**src/rtl/sa_cache_pkg.sv**
```systemverilog
// Shared constants, FSM encoding and address helpers for the sa_cache miss controller.
package sa_cache_pkg;
  localparam int TAG_W    = 18;
  localparam int INDEX_W  = 8;
  localparam int OFFSET_W = 6;
  localparam int DATA_W   = 32;
  localparam int ADDR_W   = 32;

  typedef enum logic [2:0] {
    ST_IDLE    = 3'd0,
    ST_LOOKUP  = 3'd1,
    ST_WB      = 3'd2,
    ST_FILL    = 3'd3,
    ST_INSTALL = 3'd4
  } state_e;

  function automatic logic [ADDR_W-1:0] line_align(input logic [ADDR_W-1:0] addr);
    return {addr[ADDR_W-1:OFFSET_W], {OFFSET_W{1'b0}}};
  endfunction
endpackage

```
**src/rtl/sa_timeout_cnt.sv**
```systemverilog
// Memory-ack watchdog: cleared outside a wait, counts waiting cycles, flags the last allowed one.
module sa_timeout_cnt #(
  parameter int MEM_TIMEOUT = 255
) (
  input  logic clk,
  input  logic rst,
  input  logic clr_i,
  input  logic en_i,
  output logic expire_o
);
  localparam int CNT_W = $clog2(MEM_TIMEOUT + 1);
  localparam logic [CNT_W-1:0] LAST = CNT_W'(MEM_TIMEOUT - 1);

  logic [CNT_W-1:0] cnt_q;
  logic [CNT_W-1:0] cnt_d;

  // next count: saturates at the expiry value so it never wraps
  always_comb begin
    cnt_d = cnt_q;
    if (clr_i) begin
      cnt_d = '0;
    end else if (en_i && (cnt_q != LAST)) begin
      cnt_d = cnt_q + CNT_W'(1);
    end else begin
      cnt_d = cnt_q;
    end
  end

  // count register
  always_ff @(posedge clk or negedge rst) begin
    if (!rst) cnt_q <= '0;
    else      cnt_q <= cnt_d;
  end

  assign expire_o = en_i && (cnt_q == LAST);
endmodule

```
**src/rtl/sa_cache_miss_ctrl.sv**
```systemverilog
// Sequences one CPU access through sa_cache: lookup, optional dirty writeback,
// line fill, install and replay, with a watchdog on every memory handshake.
module sa_cache_miss_ctrl
  import sa_cache_pkg::*;
#(
  parameter int MEM_TIMEOUT = 255
) (
  input  logic                clk,
  input  logic                rst,
  input  logic                i_cpu_req,
  input  logic                i_cpu_we,
  input  logic [ADDR_W-1:0]   i_cpu_addr,
  input  logic [DATA_W-1:0]   i_cpu_wdata,
  output logic                o_cpu_ready,
  output logic [DATA_W-1:0]   o_cpu_rdata,
  output logic                o_error,
  output logic [TAG_W-1:0]    o_tag,
  output logic [INDEX_W-1:0]  o_index,
  output logic [OFFSET_W-1:0] o_offset,
  output logic [DATA_W-1:0]   o_dataW,
  output logic                o_memRW,
  input  logic [DATA_W-1:0]   i_cache_data,
  input  logic                i_cache_miss,
  input  logic                i_evict,
  input  logic [ADDR_W-1:0]   i_evict_addr,
  input  logic [DATA_W-1:0]   i_evict_data,
  output logic [DATA_W-1:0]   o_memory_line,
  output logic                o_memory_response,
  output logic                o_mem_req,
  output logic                o_mem_we,
  output logic [ADDR_W-1:0]   o_mem_addr,
  output logic [DATA_W-1:0]   o_mem_wdata,
  input  logic                i_mem_ack,
  input  logic [DATA_W-1:0]   i_mem_rdata
);
  state_e              state_q, state_d;
  logic [ADDR_W-1:0]   addr_q, addr_d;
  logic                we_q, we_d;
  logic [DATA_W-1:0]   wdata_q, wdata_d;
  logic                replay_q, replay_d;
  logic                error_q, error_d;
  logic                ready_q, ready_d;
  logic [DATA_W-1:0]   rdata_q, rdata_d;
  logic                memrw_q, memrw_d;
  logic                mem_req_q, mem_req_d;
  logic                mem_we_q, mem_we_d;
  logic [ADDR_W-1:0]   mem_addr_q, mem_addr_d;
  logic [DATA_W-1:0]   mem_wdata_q, mem_wdata_d;
  logic                resp_q, resp_d;
  logic [DATA_W-1:0]   mline_q, mline_d;
  logic                busy_s;
  logic                expire_s;

  assign busy_s = (state_q == ST_WB) || (state_q == ST_FILL);

  sa_timeout_cnt #(.MEM_TIMEOUT(MEM_TIMEOUT)) u_tmo (
    .clk      (clk),
    .rst      (rst),
    .clr_i    (!busy_s || i_mem_ack),
    .en_i     (busy_s && !i_mem_ack),
    .expire_o (expire_s)
  );

  // next state and next registered outputs; outputs default to idle values each cycle
  always_comb begin
    state_d     = state_q;
    addr_d      = addr_q;
    we_d        = we_q;
    wdata_d     = wdata_q;
    replay_d    = replay_q;
    error_d     = error_q;
    ready_d     = 1'b0;
    rdata_d     = '0;
    memrw_d     = 1'b0;
    mem_req_d   = 1'b0;
    mem_we_d    = 1'b0;
    mem_addr_d  = '0;
    mem_wdata_d = '0;
    resp_d      = 1'b0;
    mline_d     = '0;
    case (state_q)
      ST_IDLE: begin
        // a held request is not re-accepted during its own completion pulse
        if (i_cpu_req && !ready_q) begin
          addr_d  = i_cpu_addr;
          we_d    = i_cpu_we;
          wdata_d = i_cpu_wdata;
          memrw_d = i_cpu_we;
          state_d = ST_LOOKUP;
        end else begin
          state_d = ST_IDLE;
        end
      end
      ST_LOOKUP: begin
        if (!i_cache_miss) begin
          ready_d = 1'b1;
          rdata_d = we_q ? '0 : i_cache_data;
          state_d = ST_IDLE;
        end else if (replay_q) begin
          error_d = 1'b1;
          ready_d = 1'b1;
          state_d = ST_IDLE;
        end else if (i_evict) begin
          mem_req_d   = 1'b1;
          mem_we_d    = 1'b1;
          mem_addr_d  = line_align(i_evict_addr);
          mem_wdata_d = i_evict_data;
          state_d     = ST_WB;
        end else begin
          mem_req_d  = 1'b1;
          mem_addr_d = line_align(addr_q);
          state_d    = ST_FILL;
        end
      end
      ST_WB: begin
        if (i_mem_ack) begin
          mem_req_d  = 1'b1;
          mem_addr_d = line_align(addr_q);
          state_d    = ST_FILL;
        end else if (expire_s) begin
          error_d = 1'b1;
          ready_d = 1'b1;
          state_d = ST_IDLE;
        end else begin
          mem_req_d   = 1'b1;
          mem_we_d    = 1'b1;
          mem_addr_d  = mem_addr_q;
          mem_wdata_d = mem_wdata_q;
        end
      end
      ST_FILL: begin
        if (i_mem_ack) begin
          resp_d  = 1'b1;
          mline_d = i_mem_rdata;
          state_d = ST_INSTALL;
        end else if (expire_s) begin
          error_d = 1'b1;
          ready_d = 1'b1;
          state_d = ST_IDLE;
        end else begin
          mem_req_d  = 1'b1;
          mem_addr_d = mem_addr_q;
        end
      end
      ST_INSTALL: begin
        replay_d = 1'b1;
        memrw_d  = we_q;
        state_d  = ST_LOOKUP;
      end
      default: begin
        state_d = ST_IDLE;
      end
    endcase
    if (state_d == ST_IDLE) replay_d = 1'b0;
    else                    replay_d = replay_d;
  end

  // state, latched request and registered outputs
  always_ff @(posedge clk or negedge rst) begin
    if (!rst) begin
      state_q     <= ST_IDLE;
      addr_q      <= '0;
      we_q        <= 1'b0;
      wdata_q     <= '0;
      replay_q    <= 1'b0;
      error_q     <= 1'b0;
      ready_q     <= 1'b0;
      rdata_q     <= '0;
      memrw_q     <= 1'b0;
      mem_req_q   <= 1'b0;
      mem_we_q    <= 1'b0;
      mem_addr_q  <= '0;
      mem_wdata_q <= '0;
      resp_q      <= 1'b0;
      mline_q     <= '0;
    end else begin
      state_q     <= state_d;
      addr_q      <= addr_d;
      we_q        <= we_d;
      wdata_q     <= wdata_d;
      replay_q    <= replay_d;
      error_q     <= error_d;
      ready_q     <= ready_d;
      rdata_q     <= rdata_d;
      memrw_q     <= memrw_d;
      mem_req_q   <= mem_req_d;
      mem_we_q    <= mem_we_d;
      mem_addr_q  <= mem_addr_d;
      mem_wdata_q <= mem_wdata_d;
      resp_q      <= resp_d;
      mline_q     <= mline_d;
    end
  end

  assign o_tag             = addr_q[ADDR_W-1 -: TAG_W];
  assign o_index           = addr_q[OFFSET_W +: INDEX_W];
  assign o_offset          = addr_q[OFFSET_W-1:0];
  assign o_dataW           = wdata_q;
  assign o_memRW           = memrw_q;
  assign o_cpu_ready       = ready_q;
  assign o_cpu_rdata       = rdata_q;
  assign o_error           = error_q;
  assign o_mem_req         = mem_req_q;
  assign o_mem_we          = mem_we_q;
  assign o_mem_addr        = mem_addr_q;
  assign o_mem_wdata       = mem_wdata_q;
  assign o_memory_response = resp_q;
  assign o_memory_line     = mline_q;
endmodule

```
**config.mk**
```make
export PLATFORM = sky130hd
export DESIGN_NAME = sa_cache_miss_ctrl
export DESIGN_NICKNAME = d
export VERILOG_FILES = /design/src/rtl/sa_cache_pkg.sv /design/src/rtl/sa_timeout_cnt.sv /design/src/rtl/sa_cache_miss_ctrl.sv
export SDC_FILE = /design/constraint.sdc
export NUM_CORES = 1
export LEC_CHECK = 0
export ABC_AREA = 0
export CAP_MARGIN = 20
export CORE_AREA = 2 2 155 157
export DETAILED_ROUTE_END_ITERATION = 12
export DIE_AREA = 0 0 157 159
export HOLD_SLACK_MARGIN = 0.06
export PLACE_DENSITY_LB_ADDON = 0.3
export SLEW_MARGIN = 20
export SYNTH_ARGS = -nofsm -noshare
export SYNTH_HDL_FRONTEND = slang
export SYNTH_SLANG_ARGS = --single-unit
```
**constraint.sdc**
```tcl
create_clock -name clk -period 5.73 [get_ports clk]
set_clock_uncertainty 0.05 [all_clocks]
set_input_delay 1.146 -clock clk [delete_from_list [all_inputs] [get_ports clk]]
set_output_delay 1.146 -clock clk [all_outputs]
set_load 0.02 [all_outputs]
```
; Word-level counts from Yosys, hierarchy flattened
; Cells that the tools add are included.
; W data, S select, Z words.
[word_totals]
regBits = 211
inputBits = 199
out_inout_bits = 198
elab_cells = 99
[op_classes]
add_sub_neg = 1
n_eq_ne = 11
muxes = 54
n_reduce_logical = 17
[op_table]
columns = op, count
row1 = $mux W32, 16
row2 = $pmux W32 S3, 1
row3 = $pmux W32 S2, 1
row4 = $mux W1, 23
row5 = $mux W8, 2
row6 = $pmux W3 S5, 1
row7 = $mux W3, 3
row8 = $add A8 B1 Y8 const B, 1
row9 = $eq A8 B8 Y1 const B, 1
row10 = $ne A8 B8 Y1 const B, 1
row11 = $pmux W1 S2, 4
row12 = $eq A3 B2 Y1 const B, 2
row13 = $logic_not A3 Y1, 2
row14 = $ne A2 B2 Y1 const B, 3
row15 = $reduce_bool A2 Y1, 3
row16 = $reduce_and A5 Y1, 1
row17 = $logic_and A1 B1 Y1, 4
row18 = $mux W2, 2
row19 = $eq A3 B1 Y1 const B, 1
row20 = $eq A3 B3 Y1 const B, 1
row21 = $logic_not A1 Y1, 3
row22 = $ne A3 B3 Y1 const B, 1
row23 = $pmux W1 S3, 1
row24 = $logic_or A1 B1 Y1, 2
row25 = 3 further kinds, 3

; Depth between registers and ports, before layout
[logic_depth]
word_depth = 9
depth_mapped = 8
mapped_depth_nobuf = 6

; Cells and area by module
; Synthesis repeated with hierarchy kept, for this count alone.
[unflattened]
hier_cells = 541
area_unflattened_um2 = 7883.8
[modules_own_cells]
columns = mod, n_inst, cells_per_inst, area_per_inst_um2, seq_area_each_um2
row1 = sa_cache_miss_ctrl, 1, 491, 7374.6, 5079.9
row2 = sa_timeout_cnt, 1, 50, 509.2, 200.2

; Least setup slack after synthesis
; No wires, ideal clock.
[synth_timing]
kind = input port to flip-flop
start = in i_cpu_req
end = reg addr_q[0]
setup_ns = 0.125
arrival_time_ns = 2.356
t_required_ns = 5.555
setup_slack_ns = 3.200
stages = 5
path_buffers = 2
path_cell_list = nor2b_1 and3b_1 clkbuf_1 buf_2 mux2_2
[synth_between]
elab_chain_cells = 2
[synth_lines]
columns = element, line_no
row1 = start: declaration, sa_cache_miss_ctrl.sv:10  ; input logic i_cpu_req,
row2 = $logic_and A1 B1 Y1, sa_cache_miss_ctrl.sv:84  ; if (i_cpu_req && !ready_q) begin
row3 = $reduce_and A2 Y1 (no line), --
row4 = end signal: assignment, sa_cache_miss_ctrl.sv:178  ; addr_q <= addr_d;
row5 = end: declaration, sa_cache_miss_ctrl.sv:37  ; logic [ADDR_W-1:0] addr_q, addr_d;
; No other way between the ends.
; A chain may end at the register's enable or synchronous reset.

; Worst setup path in the final report
[layout_timing]
start = in i_mem_ack
end = reg mem_addr_q[14], in the netlist o_mem_addr[14]
[layout_between]
elab_chain_cells = 6
word_cells_on_any_way = 7
classes_between = mux: 4 / reduce/logical: 3
[layout_lines]
columns = element, line_no
row1 = start: declaration, sa_cache_miss_ctrl.sv:33  ; input logic i_mem_ack,
row2 = $logic_not A1 Y1, sa_cache_miss_ctrl.sv:60  ; .en_i (busy_s && !i_mem_ack),
row3 = $logic_and A1 B1 Y1, sa_cache_miss_ctrl.sv:60
row4 = $logic_and A1 B1 Y1, sa_timeout_cnt.sv:35  ; assign expire_o = en_i && (cnt_q == LAST);
row5 = $mux W32, --
row6 = "$mux W32, on equally long branches", "sa_cache_miss_ctrl.sv:132, sa_cache_miss_ctrl.sv:116"
row7 = $pmux W32 S3 *, sa_cache_miss_ctrl.sv:81  ; case (state_q)
row8 = net mem_addr_d[14], sa_cache_miss_ctrl.sv:47  ; logic [ADDR_W-1:0] mem_addr_q, mem_addr_d;
row9 = end signal: assignment, sa_cache_miss_ctrl.sv:188  ; mem_addr_q <= mem_addr_d;
row10 = end: declaration, sa_cache_miss_ctrl.sv:47
; The timed path passes the listed nets; every way through them passes the cells marked *.

==> results.sh <==
export IMPL_ys_ff_latch=211
export IMPL_synth_edf_count=0
export IMPL_grt_use_total_pct=17.7
export IMPL_grt_pass1_vias=6295
export IMPL_ys_seq_area_share_pct=67.8
export IMPL_cts_tree="built"
export IMPL_synth_top_area_cell="dfrtp_1"
export IMPL_diodes=0
export IMPL_dieArea_um2=25000
export IMPL_hold_violations=0
export IMPL_io_pins=397
export IMPL_cts_hold_fix_buffers=0
export IMPL_muxShareOfSynthArea_pct=9.53
export IMPL_fin_area_um2=12800
export IMPL_slew_headroom_pct=31.4
export IMPL_nFillCells=1993
export IMPL_yosys_area_share_simple_pct=11.5
export IMPL_drt_iter0_drc=403
export IMPL_setup_viol=0
export IMPL_rsz0062_at_grt="false"
export IMPL_maxCapViolCount=0
export IMPL_remaining_drc_errors=0
export IMPL_multi_input_area_um2=2350
export IMPL_areaGrowthSynthToFinish_pct=64.8
export IMPL_placed_area_um2=12000
export IMPL_routed_wl_mm=22.7
export IMPL_path_class="input pin to register"
export IMPL_r2r_start="state_q[2]"
export IMPL_gr_total_overflow=0
export IMPL_viasPerCell=4.64
export IMPL_synth_compound_area_share_pct=8.11
export IMPL_hold_path_startpoint="o_error"
export IMPL_fin_cells=1290
export IMPL_num_vias=5992
export IMPL_cp_required_ns=6.11
export IMPL_grt_max_degree=97
export IMPL_synth_fp_nets=767
export IMPL_htreeDepth=1
export IMPL_antenna_found_initial=0
export IMPL_fin_nets=1155
export IMPL_yosysMostFrequentCell="dfrtp_1"
export IMPL_numCtsBuffers=23
export IMPL_synthXorXnorAreaFrac_pct=0.450
export IMPL_wl_per_cell_um=17.6
export IMPL_run_status="finished, final reports clean"
export IMPL_cp_start_kind="input pin"
export IMPL_root_buffer="clkbuf_16"
export IMPL_clock_sinks=211
export IMPL_gp_congestion=0.790
export IMPL_path_max_fanout=32
export IMPL_dp_hpwl_mm=16.0
export IMPL_p_leak_nw=5.72
export IMPL_ys_types=40
export IMPL_layout_min_cycle_time_ns=3.05
export IMPL_cts_resized_gates=0
export IMPL_max_slew_worst_pin_slew_ns=1.03
export IMPL_avgSynthCellArea_um2=13.8
export IMPL_finalMaxSlewViolations=0
export IMPL_min_period_over_period_pct=53.3
export IMPL_clk_path_buf_depth=3
export IMPL_clock_fmax_mhz=328
export IMPL_worstSetupStartpoint="i_mem_ack"
export IMPL_final_antenna_net_count=0
export IMPL_first_pass_iters=4
export IMPL_post_cts_buffers=0
export IMPL_yosysWarnings=0
export IMPL_synth_common_cells="dfrtp_1 (211), mux2_2 (65), nand2_1 (52)"
export IMPL_core_um2=23200
export IMPL_clkLatencyLatePin_ns=0.51
export IMPL_syn_cell_area_um2=7790
export IMPL_synth_top_family_by_area="simple AND/OR/NAND/NOR gates"
export IMPL_synth_async_sr_flop_share_pct=100
export IMPL_hold_path_class="register to register"
export IMPL_rows=56
export IMPL_vdd_drop_max_v=0.000276
export IMPL_syn_inst=566
export IMPL_synth_top_area_share_pct=67.8
export IMPL_io_buffers=390
export IMPL_cp_end_kind="register"
export IMPL_path_clk_slew_ns=0.06
export IMPL_regArea_um2=5280
export IMPL_ys_flop_type="dfrtp_1"
export IMPL_dp_cells=1248
export IMPL_die_y_um=159
export IMPL_setup_tns_ns=0
export IMPL_power_density_nw_per_um2=459
export IMPL_grt_pass1_wl_mm=34.9
export IMPL_synthTopCellsByArea="dfrtp_1 (68%), mux2_2 (9.4%), a22o_1 (3.6%)"
export IMPL_start_util_pct=33.6
export IMPL_drive_above_1_share_pct=12.5
export IMPL_synthAdderAreaFrac_pct=0.321
export IMPL_crit_arrival_ns=3.43
export IMPL_die_w_um=157
[worst max-delay path: stages]
cell and delay [ns]:
clkdlybuf4s50_1 0.46, or3b_1 0.61, a21oi_4 0.84, a22oi_1 0.20
nand2_1 0.14
[layer usage]
layer | up-vias | GRT usage [%] | routed length, um
met5 | - | 0 | 0
met4 | 0 | 6.09 | 697
met3 | 49 | 5.36 | 2010
met2 | 257 | 30.3 | 11100
met1 | 2923 | 21.0 | 8890
li1 | 2763 | - | -
[sequential cells by signal, indices dropped and copies added (netlist names)]
register,cells
state_q,3
o_memRW,1
o_error,1
u_tmo.cnt_q,8
o_mem_we,1
addr_q,32
we_q,1
o_mem_req,1
replay_q,1
o_cpu_rdata,32
o_memory_response,1
o_mem_addr,32
o_mem_wdata,32
o_memory_line,32
o_dataW,32
o_cpu_ready,1
[final timing paths]
check	endpoint	slack [ns]	depth (start not counted)
setup / recovery	o_mem_addr[14]	2.68	5
hold / removal	o_error	0.42	1
setup reg to reg	o_mem_addr[14]	3.04	5
hold reg to reg	o_error	0.42	1
max in group asynchronous	o_mem_addr[11]	3.70	2
min in group asynchronous	o_memory_line[9]	0.65	1
[cells in the final DEF (no fill, tap or decap), drive strengths merged, types with 3 or more instances in the layout]
master / synthesis / layout
clkdlybuf4s50: 0 / 389
dfrtp: 211 / 211
mux2: 65 / 65
nand2: 52 / 52
and2: 41 / 41
and3: 34 / 34
a22o: 32 / 32
clkbuf: 15 / 32
a22oi: 27 / 27
buf: 21 / 9
nor2: 8 / 8
a21oi: 7 / 7
nor2b: 5 / 5
nand3: 5 / 5
o21ai: 5 / 5
clkinv: 0 / 5
bufinv: 0 / 4
inv: 3 / 4
nor3: 4 / 4
xnor2: 3 / 3
[cell families (layout without fill, tap and decap cells)]
logic type / count (synthesis) / in the layout
AO/OA/AOI/OAI: 81 / 81
multiplexers: 66 / 66
XOR/XNOR: 4 / 4
adder cells (fa/ha/maj): 2 / 2
buffers and inverters: 39 / 444
flip-flops: 211 / 211
AND/OR/NAND/NOR: 163 / 163
[metrics by stage]
step	setup WS, ns	hold slack, ns	total power (W)	util, %
after floorplan	3.20	0.449	0.00322	-
after global placement	2.18	0.412	0.00433	51.8
after detailed placement	2.17	0.417	0.00436	51.8
after CTS	2.66	0.430	0.00597	55.3
after global routing	2.54	0.461	0.00620	55.3
final	2.68	0.424	0.00589	55.3
[power breakdown]
| part | switching, W | internal, W |
|---|---|---|
| Combinational | 0.00109 | 0.00111 |
| Sequential | 0.000229 | 0.00188 |
| Clock | 0.000594 | 0.000982 |
[area by class of cell]
class | count | share of cell area, %
Clock buffer | 31 | 5.11
Clock inverter | 11 | 1.26
Inverter | 3 | 0.0877
Multi-Input combinational cell | 316 | 18.3
Sequential cell | 211 | 41.1
Timing Repair Buffer | 399 | 31.0
Tap cell | 319 | 3.11
No activity file was read; power rests on OpenSTA's default activity.
==> RTL change, RTL diff (same flow settings) <==
Make the reset (`rst`) synchronous in 2 clocked blocks.
--- a/src/rtl/sa_timeout_cnt.sv
+++ b/src/rtl/sa_timeout_cnt.sv
@@ -29,3 +29,3 @@
   // count register
-  always_ff @(posedge clk or negedge rst) begin
+  always_ff @(posedge clk) begin
     if (!rst) cnt_q <= '0;
--- a/src/rtl/sa_cache_miss_ctrl.sv
+++ b/src/rtl/sa_cache_miss_ctrl.sv
@@ -158,3 +158,3 @@
   // state, latched request and registered outputs
-  always_ff @(posedge clk or negedge rst) begin
+  always_ff @(posedge clk) begin
     if (!rst) begin
Check against the original RTL: differs if rst is asserted again (counterexample within 4 cycles, from zero or initial values and one cycle with rst low); with rst held inactive, the same outputs for 4 cycles.
==> RTL change against the unedited design <==
Hold slack lost 0.014 ns. Sequential cell count is the same. Final area shrank 5.8%. First-iteration DRC count grew 12%. Area after synthesis shrank 9.2%. Setup slack lost 0.17 ns. Non-clock buffer count grew 2. Routed wire length shrank 0.16%. Critical path type unchanged.
Power is not compared: it rests on default switching activity, and its combinational part moved more than twofold at a synthesized area within 25%.
==> RTL change: results (changes against the unedited design) <==
| Metric | Value |
|---|---|
| HPWL Detailed | 15,800 µm (-1.5%) |
| Post-synth top cells | dfxtp_1 (211), nand2_1 (141), a21boi_0 (66), and2_1 (66), nor2_1 (40) |
| Initial antenna violation count | 1 (+1) |
| Syn_area_per_cell | 10.2 µm² (-26%) |
| Total iterations of the first detailed-routing run | 6 (+2) |
| Cts bufs inserted | 25 (+8.7%) |
| H-tree depth | 1 (unchanged) |
| Clock slew at the register clock pins of the worst setup and hold paths | 0.06 ns (about the same) |
| Met3 routed WL | 2110 µm (+5.1%) |
| Clk buf depth | 3 (unchanged) |
| Max FO, Critical Path | 37 (+16%) |
| Tightest Hold Check Type | flip-flop to flip-flop |
| Routed WL | 22,700 µm (-0.16%) |
| FFs w/ async S/R, synth | 0 (-1.00) |
| Global-route wire length before repair | 35,000 µm (+0.18%) |
| Final ANT Viol Nets | 0 (unchanged) |
| IO buf count | 390 (unchanged) |
| Top FF cell, synth | dfxtp_1 |
| M1 WL | 8950 µm (+0.60%) |
| Status | completed |
| Synth cell types | 46 (+15%) |
| Layout cell share with drive strength beyond 1 | 0.0579 (-0.0667) |
| GR Util met3 | 0.0610 (+0.00735) |
| WP data arrival | 3.61 ns (+0.18 ns) |
| CP peak stage delay | 0.73 ns (-0.11 ns) |
| Fillcell total | 2,103 (+5.5%) |
| Worst slack at placement | 1.97 ns (-0.194 ns) |
| Routing usage on met1 | 0.202 (-0.00872) |
| Top Family by Delay on Critical Path | simple AND/OR/NAND/NOR gates |
| GRT met2 Usage | 0.301 (-0.00259) |
| Sequential element share of the synthesized area | 0.597 (-0.0809) |
| Largest net degree at the start of global routing | 66 (-32%) |
| Nets | 1,275 (+10%) |
| Top sig layer | met5 |
| DR vias | 6,433 (+7.4%) |
| Slowest CP cell | nor2b_4 |
| Synth area leaders | dfxtp_1 (60%), nand2_1 (7.5%), a21boi_0 (7.0%) |
| Max transition margin | 0.519 (+0.205) |
| Final setup violation count | 0 (unchanged) |
| Synthesized Nets | 895 (+17%) |
| Overall Global Routing Usage | 0.174 (-0.00254) |
| Cells after DPL | 1,366 (+9.5%) |
| Drt first-iter violations | 451 (+12%) |
| Leakage | 4.47 nW |
| Met2 wire length | 10,900 µm (-2.1%) |
| Final RePlAce weighted congestion | 0.763 (-3.5%) |
| Ant diodes | 0 (unchanged) |
| Vias in the first global route | 6,347 (+0.83%) |
| Dpl cell area | 11,300 µm² (-6.3%) |
| Post-CTS Setup Bufs | 0 (unchanged) |
| Vias per Instance | 4.57 (-1.6%) |
## RTL change: cell types whose count changed in the layout (fill, tap and decap cells not counted), sizes merged, moves of 3 or more
cell	before	now
nand2	52	141
nor2b	5	2
or4	0	3
nor2	8	40
a22oi	27	0
dfrtp	211	0
mux2	65	2
and3	34	6
and2	41	66
buf	9	12
a21boi	1	66
a222oi	0	25
dfxtp	0	211
## RTL change: worst paths after layout
path	start	to	slack (ns)	cells past startpoint
worst min register to register	o_dataW[19]	o_dataW[19]	0.41	2
worst max-delay path	i_cpu_req	addr_q[22]	2.50	6
worst min-delay path	o_dataW[19]	o_dataW[19]	0.41	2
worst max register to register	state_q[0]	o_mem_wdata[3]	2.91	6
## RTL change: area by class of cell
class                   instances  area [µm²]  share of cell area
clock buffers                  34         709              0.0587
flip-flops and latches        211        4220               0.349
well taps                     319         399              0.0330
clock inverters                 7         114             0.00942
multi-input cells             431        2640               0.218
inverters                       4        15.0             0.00124
repair buffers                401        3990               0.330
## RTL change: cell families after synthesis
group | after synthesis | synth area share
AOI/OAI and AO/OA | 145 | 0.170
DFF | 211 | 0.597
muxes | 2 | 0.00318
buffers and inverters | 52 | 0.0336
and+or+nand+nor | 278 | 0.188
xor gates and xnor gates | 4 | 0.00495
adders and majority gates | 2 | 0.00354
## RTL change: power breakdown
| group | total [mW] | internal (mW) | switching, mW |
|---|---|---|---|
| logic | 0.358 | 0.208 | 0.151 |
| clock network | 1.59 | 0.993 | 0.602 |
| registers | 1.53 | 1.51 | 0.0232 |
| total | 3.48 | 2.71 | 0.776 |
## RTL change: worst min-delay path, stage by stage, from the launching register on
cell      delay, ns
dfxtp_1        0.31
nand2_1        0.04
a21boi_0       0.06
